File: src/rtl/coherence_bus_ctrl.sv
// Coherence bus responder for two data caches sharing a single-ported RAM.
// Grants one cache at a time, snoops or invalidates the other cache, and
// services one word per grant cycle. A dirty word supplied by the snooped
// cache is forwarded to the requester and written back to RAM.
// Optional build macro: COHERENCE_STATS_EN adds c2c_count / inv_count outputs.
//
// state | meaning
// IDLE  | no owner, arbitrating cctrans requests
// OWN   | bus granted, decoding the owner's next word request
// SNOOP | snoop address presented to the other cache for one cycle
// MEMRD | RAM read on behalf of the owner
// C2C   | snooped cache writes back its dirty word, forwarded to owner
// MEMWR | RAM write from the owner (writeback / flush)
// INVAL | one-cycle invalidate to the other cache (shared-hit upgrade)
module coherence_bus_ctrl #(
    parameter int ADDR_W = 32,
    parameter int DATA_W = 32
) (
    input  logic                   CLK,
    input  logic                   RST,
    input  logic [1:0]             dREN,
    input  logic [1:0]             dWEN,
    input  logic [1:0][ADDR_W-1:0] daddr,
    input  logic [1:0][DATA_W-1:0] dstore,
    input  logic [1:0]             cctrans,
    input  logic [1:0]             ccwrite,
    output logic [1:0]             dwait,
    output logic [1:0][DATA_W-1:0] dload,
    output logic [1:0]             ccwait,
    output logic [1:0]             ccinv,
    output logic [1:0][ADDR_W-1:0] ccsnoopaddr,
    output logic                   ramREN,
    output logic                   ramWEN,
    output logic [ADDR_W-1:0]      ramaddr,
    output logic [DATA_W-1:0]      ramstore,
    input  logic [DATA_W-1:0]      ramload,
    input  logic                   ramwait
`ifdef COHERENCE_STATS_EN
    ,
    output logic [31:0]            c2c_count,
    output logic [31:0]            inv_count
`endif
);

    typedef enum logic [2:0] {
        IDLE, OWN, SNOOP, MEMRD, C2C, MEMWR, INVAL
    } state_t;

    state_t     state;
    logic       owner;
    logic       rr_last;
    logic       other;
    logic [1:0] req;
    logic       grant_id;

    assign other = ~owner;
    assign req   = cctrans & ~ccwait;

    // Round-robin pick: a lone requester wins, a tie goes to the cache not granted last.
    always_comb begin
        grant_id = req[1];
        if (req == 2'b11) begin
            grant_id = ~rr_last;
        end
    end

    // Main controller: arbitration, word decode and all registered bus outputs.
    always_ff @(posedge CLK) begin
        if (RST) begin
            state       <= IDLE;
            owner       <= 1'b0;
            rr_last     <= 1'b1;
            dwait       <= 2'b11;
            dload       <= '0;
            ccwait      <= 2'b00;
            ccinv       <= 2'b00;
            ccsnoopaddr <= '0;
            ramREN      <= 1'b0;
            ramWEN      <= 1'b0;
            ramaddr     <= '0;
            ramstore    <= '0;
        end else begin
            // completion is a single-cycle pulse
            dwait <= 2'b11;
            if (state == IDLE) begin
                if (|req) begin
                    state   <= OWN;
                    owner   <= grant_id;
                    rr_last <= grant_id;
                end
            end else if (!cctrans[owner]) begin
                // owner released the bus: abandon any word in flight
                state  <= IDLE;
                ramREN <= 1'b0;
                ramWEN <= 1'b0;
                ccwait <= 2'b00;
                ccinv  <= 2'b00;
            end else begin
                case (state)
                    OWN: begin
                        // skip the completion cycle so a still-asserted request is not re-issued
                        if (&dwait) begin
                            if (dWEN[owner]) begin
                                state    <= MEMWR;
                                ramWEN   <= 1'b1;
                                ramaddr  <= daddr[owner];
                                ramstore <= dstore[owner];
                            end else if (dREN[owner]) begin
                                state              <= SNOOP;
                                ccwait[other]      <= 1'b1;
                                ccinv[other]       <= ccwrite[owner];
                                ccsnoopaddr[other] <= daddr[owner];
                            end else if (ccwrite[owner]) begin
                                state              <= INVAL;
                                ccwait[other]      <= 1'b1;
                                ccinv[other]       <= 1'b1;
                                ccsnoopaddr[other] <= daddr[owner];
                            end
                        end
                    end
                    SNOOP: begin
                        if (cctrans[other] && ccwrite[other]) begin
                            state <= C2C;
                        end else begin
                            state   <= MEMRD;
                            ramREN  <= 1'b1;
                            ramaddr <= ccsnoopaddr[other];
                        end
                    end
                    MEMRD: begin
                        if (!ramwait) begin
                            state         <= OWN;
                            ramREN        <= 1'b0;
                            dwait[owner]  <= 1'b0;
                            dload[owner]  <= ramload;
                            ccwait        <= 2'b00;
                            ccinv         <= 2'b00;
                        end
                    end
                    C2C: begin
                        // RAM write starts once the snooped cache presents its dirty word
                        if (ramWEN && !ramwait) begin
                            state        <= OWN;
                            ramWEN       <= 1'b0;
                            dwait        <= 2'b00;
                            dload[owner] <= ramstore;
                            ccwait       <= 2'b00;
                            ccinv        <= 2'b00;
                        end else if (!ramWEN && dWEN[other]) begin
                            ramWEN   <= 1'b1;
                            ramaddr  <= ccsnoopaddr[other];
                            ramstore <= dstore[other];
                        end
                    end
                    MEMWR: begin
                        if (!ramwait) begin
                            state        <= OWN;
                            ramWEN       <= 1'b0;
                            dwait[owner] <= 1'b0;
                        end
                    end
                    INVAL: begin
                        state  <= OWN;
                        ccwait <= 2'b00;
                        ccinv  <= 2'b00;
                    end
                    default: begin
                        state <= IDLE;
                    end
                endcase
            end
        end
    end

`ifdef COHERENCE_STATS_EN
    logic inv_start;
    logic c2c_done;

    // an invalidating snoop or an upgrade is being launched from OWN this cycle
    assign inv_start = (state == OWN) && cctrans[owner] && (&dwait) &&
                       !dWEN[owner] && ccwrite[owner];
    assign c2c_done  = (state == C2C) && cctrans[owner] && ramWEN && !ramwait;

    // Event counters; free-running, wrap naturally at 2^32.
    always_ff @(posedge CLK) begin
        if (RST) begin
            c2c_count <= '0;
            inv_count <= '0;
        end else begin
            if (c2c_done) begin
                c2c_count <= c2c_count + 32'd1;
            end
            if (inv_start) begin
                inv_count <= inv_count + 32'd1;
            end
        end
    end
`endif

endmodule

File: config.mk
export PLATFORM = sky130hd
export DESIGN_NAME = coherence_bus_ctrl
export DESIGN_NICKNAME = d
export VERILOG_FILES = /design/src/rtl/coherence_bus_ctrl.sv
export SDC_FILE = /design/constraint.sdc
export NUM_CORES = 1
export LEC_CHECK = 0
export BUFFER_PORTS_ARGS = -buffer_cell sky130_fd_sc_hd__clkbuf_2
export CAP_MARGIN = 20
export CORE_ASPECT_RATIO = 0.9
export CORE_MARGIN = 5
export CORE_UTILIZATION = 52
export DETAILED_ROUTE_END_ITERATION = 10
export GPL_ROUTABILITY_DRIVEN = 1
export PLACE_DENSITY = 0.86
export SLEW_MARGIN = 20
export SYNTH_ARGS = -nofsm -noshare
export SYNTH_HDL_FRONTEND = slang
export SYNTH_SLANG_ARGS = --single-unit
File: constraint.sdc
create_clock -name CLK -period 3.7 [get_ports CLK]
set_input_delay 0.185 -clock CLK [delete_from_list [all_inputs] [get_ports CLK]]
set_output_delay 0.185 -clock CLK [all_outputs]
set_load 0.02 [all_outputs]
==> out/results.ini <==
[pwr]
power_density_nw_per_um2 = 446.7
total_leakage_power_nw = 5.657
peakVddDrop_v = 0.0003684
power.total_w = 0.005477

[yosys]
synthTopCellsByCount = 205 x sky130_fd_sc_hd__dfxtp_1, 176 x sky130_fd_sc_hd__nor2_1, 130 x sky130_fd_sc_hd__mux2i_1, 96 x sky130_fd_sc_hd__a211oi_1, 73 x sky130_fd_sc_hd__nand2_1
yosysSeqAreaShare_pct = 45.81
synth_enable_flop_cells = 0
synth.net_count = 1086
ys.flop_type = sky130_fd_sc_hd__dfxtp_1
synth_area_per_cell_sq_um = 9.791
synth_area_sq_um = 8959
ys_async_sr_fraction_pct = 0
synth_largest_type_area_fraction_pct = 45.81
post_synth_main_area_contributors = sky130_fd_sc_hd__dfxtp_1 46%, sky130_fd_sc_hd__mux2i_1 15%, sky130_fd_sc_hd__a211oi_1 8.0%, sky130_fd_sc_hd__mux4_2 8.0%, sky130_fd_sc_hd__nor2_1 7.4%
yosys.cell_types.count = 52
synth_cells = 915
synth_area_leader_cell = sky130_fd_sc_hd__dfxtp_1
synthMostInstantiatedCell = sky130_fd_sc_hd__dfxtp_1
ys_ff_latch = 205
total_number_of_yosys_warnings = 0

[clock_network]
postCtsHoldBufs = 61
cts-resized-gates = 0
ctsHtreeMaxLevel = 1
clock_sink_total = 205
clockBufferDepth = 3
clockRootBuffer = sky130_fd_sc_hd__clkbuf_16
clock_transition_at_the_registers_of_the_reported_paths_ns = 0.06
clkLatencyLatePin_ns = 0.49
tritoncts = built
cts_made_buffers = 21
post-cts-setup-buffer-count = 0

[critical_path]
start_kind = flip-flop
timing.critical_path.slowest_stage_cell = sky130_fd_sc_hd__dfxtp_1
worstSetupEndpointType = flip-flop
cp_data_required_time_ns = 4.07
critical_path_peak_fanout = 32
crit_path_start = state[1]$_SDFFE_PP0P_
cp.buffers_inverters = 1
category_of_the_most_critical_setup_path = flip-flop to flip-flop
crit_family = simple AND/OR/NAND/NOR gates
worst-endpoint-arrival_ns = 3.34
worstPathCellList = nor2b_1, or4b_1, a2111oi_4, buf_4, mux2i_1, nor2_1
r2r_start = state[1]$_SDFFE_PP0P_
max_stage_delay_ns = 0.78

[sta]
maximum_clock_rate_mhz = 336.3
final_min_period_over_clock_period_pct = 80.37
skew_ns = 0.01709
slew_hr_pct = 44.36
final-max-slew-violation-count = 0
finalSetupViolCount = 0
timing.final.crit_period_ns = 2.974
worst-slew-pin-transition_ns = 0.8345
rsz_0062_raised_after_global_routing = no
hold_violation_count_in_the_final_report = 0
final.setup.tns_ns = 0

[die]
die_x_um = 148.4
starting_density_of_the_core_pct = 53.04
core_area_sq_um = 16890
die_area_sq_um = 19960
ios = 371
die_y_um = 134.5
fp-row-count = 45

[drt]
firstDrtPassIters = 7
drt_iter0_markers = 691
routed_wirelength_um = 31190
route.detailed.drc = 0
routed_antenna_nets = 0
num_vias = 8882
route.detailed.wl_per_inst_um = 20.33
drt-vias-per-instance = 5.790

[placement]
gp_congestion = 0.8948
detailedPlacementHpwl_um = 20570
placement.io_buffers = 370

[grt]
grt_pass1_vias = 8978
grt.overflow.total = 0
number_of_antenna_violations_at_the_first_check_in_global_routing = 1
grt_start_max_net_pins = 112
grt_util_all_layers_pct = 29.73
grt_pass1_wl_um = 48120

[status]
status = finished, final reports clean

[final_layout]
design.final.nets = 1479
layout.filler_cells = 1138
syn2layout_area_growth_pct = 36.84
post_route_cells_drive_above_1_share_pct = 35.25

[run]
cap_violations = 0

[worst_hold_path]
min_from = daddr[35]
hp-class = input pin to flip-flop

==> cells by family after synthesis <==
group | share of synthesized area, %
AO/OA/AOI/OAI | 13.85
buffers and inverters | 3.967
multiplexers | 22.82
AND/OR/NAND/NOR | 13.35
flip-flops | 45.81
XOR/XNOR | 0.1956
==> final cells by class <==
type	instances	area, sq um	area share (%)
sequential	205	4108	33.51
antenna	1	2.502	0.02041
clock inverter	6	80.08	0.6532
timing repair buffer	448	2609	21.28
multi-input combinational	627	4534	36.99
clock buffer	31	643.1	5.246
tap	211	264.0	2.153
inverter	5	18.77	0.1531
==> worst min-delay path, delay by kind of cell <==
kind          cells  cell delay, ns
buf+inv           1            0.10
simple gates      1            0.10
mux               1            0.07
==> routing by layer <==
metal  GRT usage (%)  vias to the layer above  wire length [um]
met3           7.315                      137              2901
met1           34.58                     4124             11130
li1                -                     4073                 -
met5               0                        -                 0
met4           14.62                        0              1783
met2           51.43                      548             15370
==> per-stage QoR <==
step / worst slack [ns] / hold slack (ns) / utilization [%] / instance area [sq um] / std cells
CTS: 0.8290 / 0.005520 / 72.56 / 12260 / 1533
finish: 0.7263 / 0.009300 / 72.58 / 12260 / 1534
floorplan: 1.431 / 0.3210 / - / 8959 / 915
detailed placement: 0.8618 / 0.4297 / 64.67 / 10920 / 1435
global route: 0.5814 / 0.01964 / 72.58 / 12260 / 1534
global placement: 0.9362 / 0.4204 / 64.67 / 10920 / 1435
==> placed cells by master, fill, tap and decap left out, types with 3 or more instances in the layout <==
master	instances
sky130_fd_sc_hd__inv_1	5
sky130_fd_sc_hd__a211oi_1	96
sky130_fd_sc_hd__o21a_1	3
sky130_fd_sc_hd__nor3_1	7
sky130_fd_sc_hd__and3_1	3
sky130_fd_sc_hd__clkbuf_2	369
sky130_fd_sc_hd__mux4_2	32
sky130_fd_sc_hd__o21ai_0	8
sky130_fd_sc_hd__clkbuf_8	8
sky130_fd_sc_hd__nor2_1	176
sky130_fd_sc_hd__a32oi_1	3
sky130_fd_sc_hd__nand2b_1	3
sky130_fd_sc_hd__clkbuf_16	21
sky130_fd_sc_hd__clkinv_2	4
sky130_fd_sc_hd__buf_4	16
sky130_fd_sc_hd__nand2_1	73
sky130_fd_sc_hd__mux2i_1	130
sky130_fd_sc_hd__a21oi_1	42
sky130_fd_sc_hd__dfxtp_1	204
sky130_fd_sc_hd__nor2b_1	6
sky130_fd_sc_hd__dlygate4sd3_1	61
==> worst paths after layout <==
check / slack, ns / endpoint / cells past startpoint
setup / recovery: 0.73 / ramaddr[8]$_SDFFE_PP0P_ / 6
hold / removal: 0.009 / ccsnoopaddr[3]$_SDFFE_PP0P_ / 3
setup reg to reg: 0.73 / ramaddr[8]$_SDFFE_PP0P_ / 6
hold reg to reg: 0.47 / ccsnoopaddr[32]$_SDFFE_PP0P_ / 2
==> flip-flops by register name, indices dropped and copies added, names as in the netlist <==
| name | count |
|---|---|
| ramWEN | 1 |
| ramstore | 32 |
| ccwait | 2 |
| state | 3 |
| dload | 64 |
| ramREN | 1 |
| dwait | 2 |
| owner | 1 |
| rr_last | 1 |
| ccinv | 2 |
| ramaddr | 32 |
| ccsnoopaddr | 64 |
==> power breakdown <==
| part | switching, W | leakage [nW] | internal (W) |
|---|---|---|---|
| Clock | 0.000863 | 0.363 | 0.00134 |
| Sequential | 0.0000857 | 1.66 | 0.00228 |
| Combinational | 0.000497 | 3.64 | 0.000416 |
Note: power is estimated with default switching activity, not from simulation.
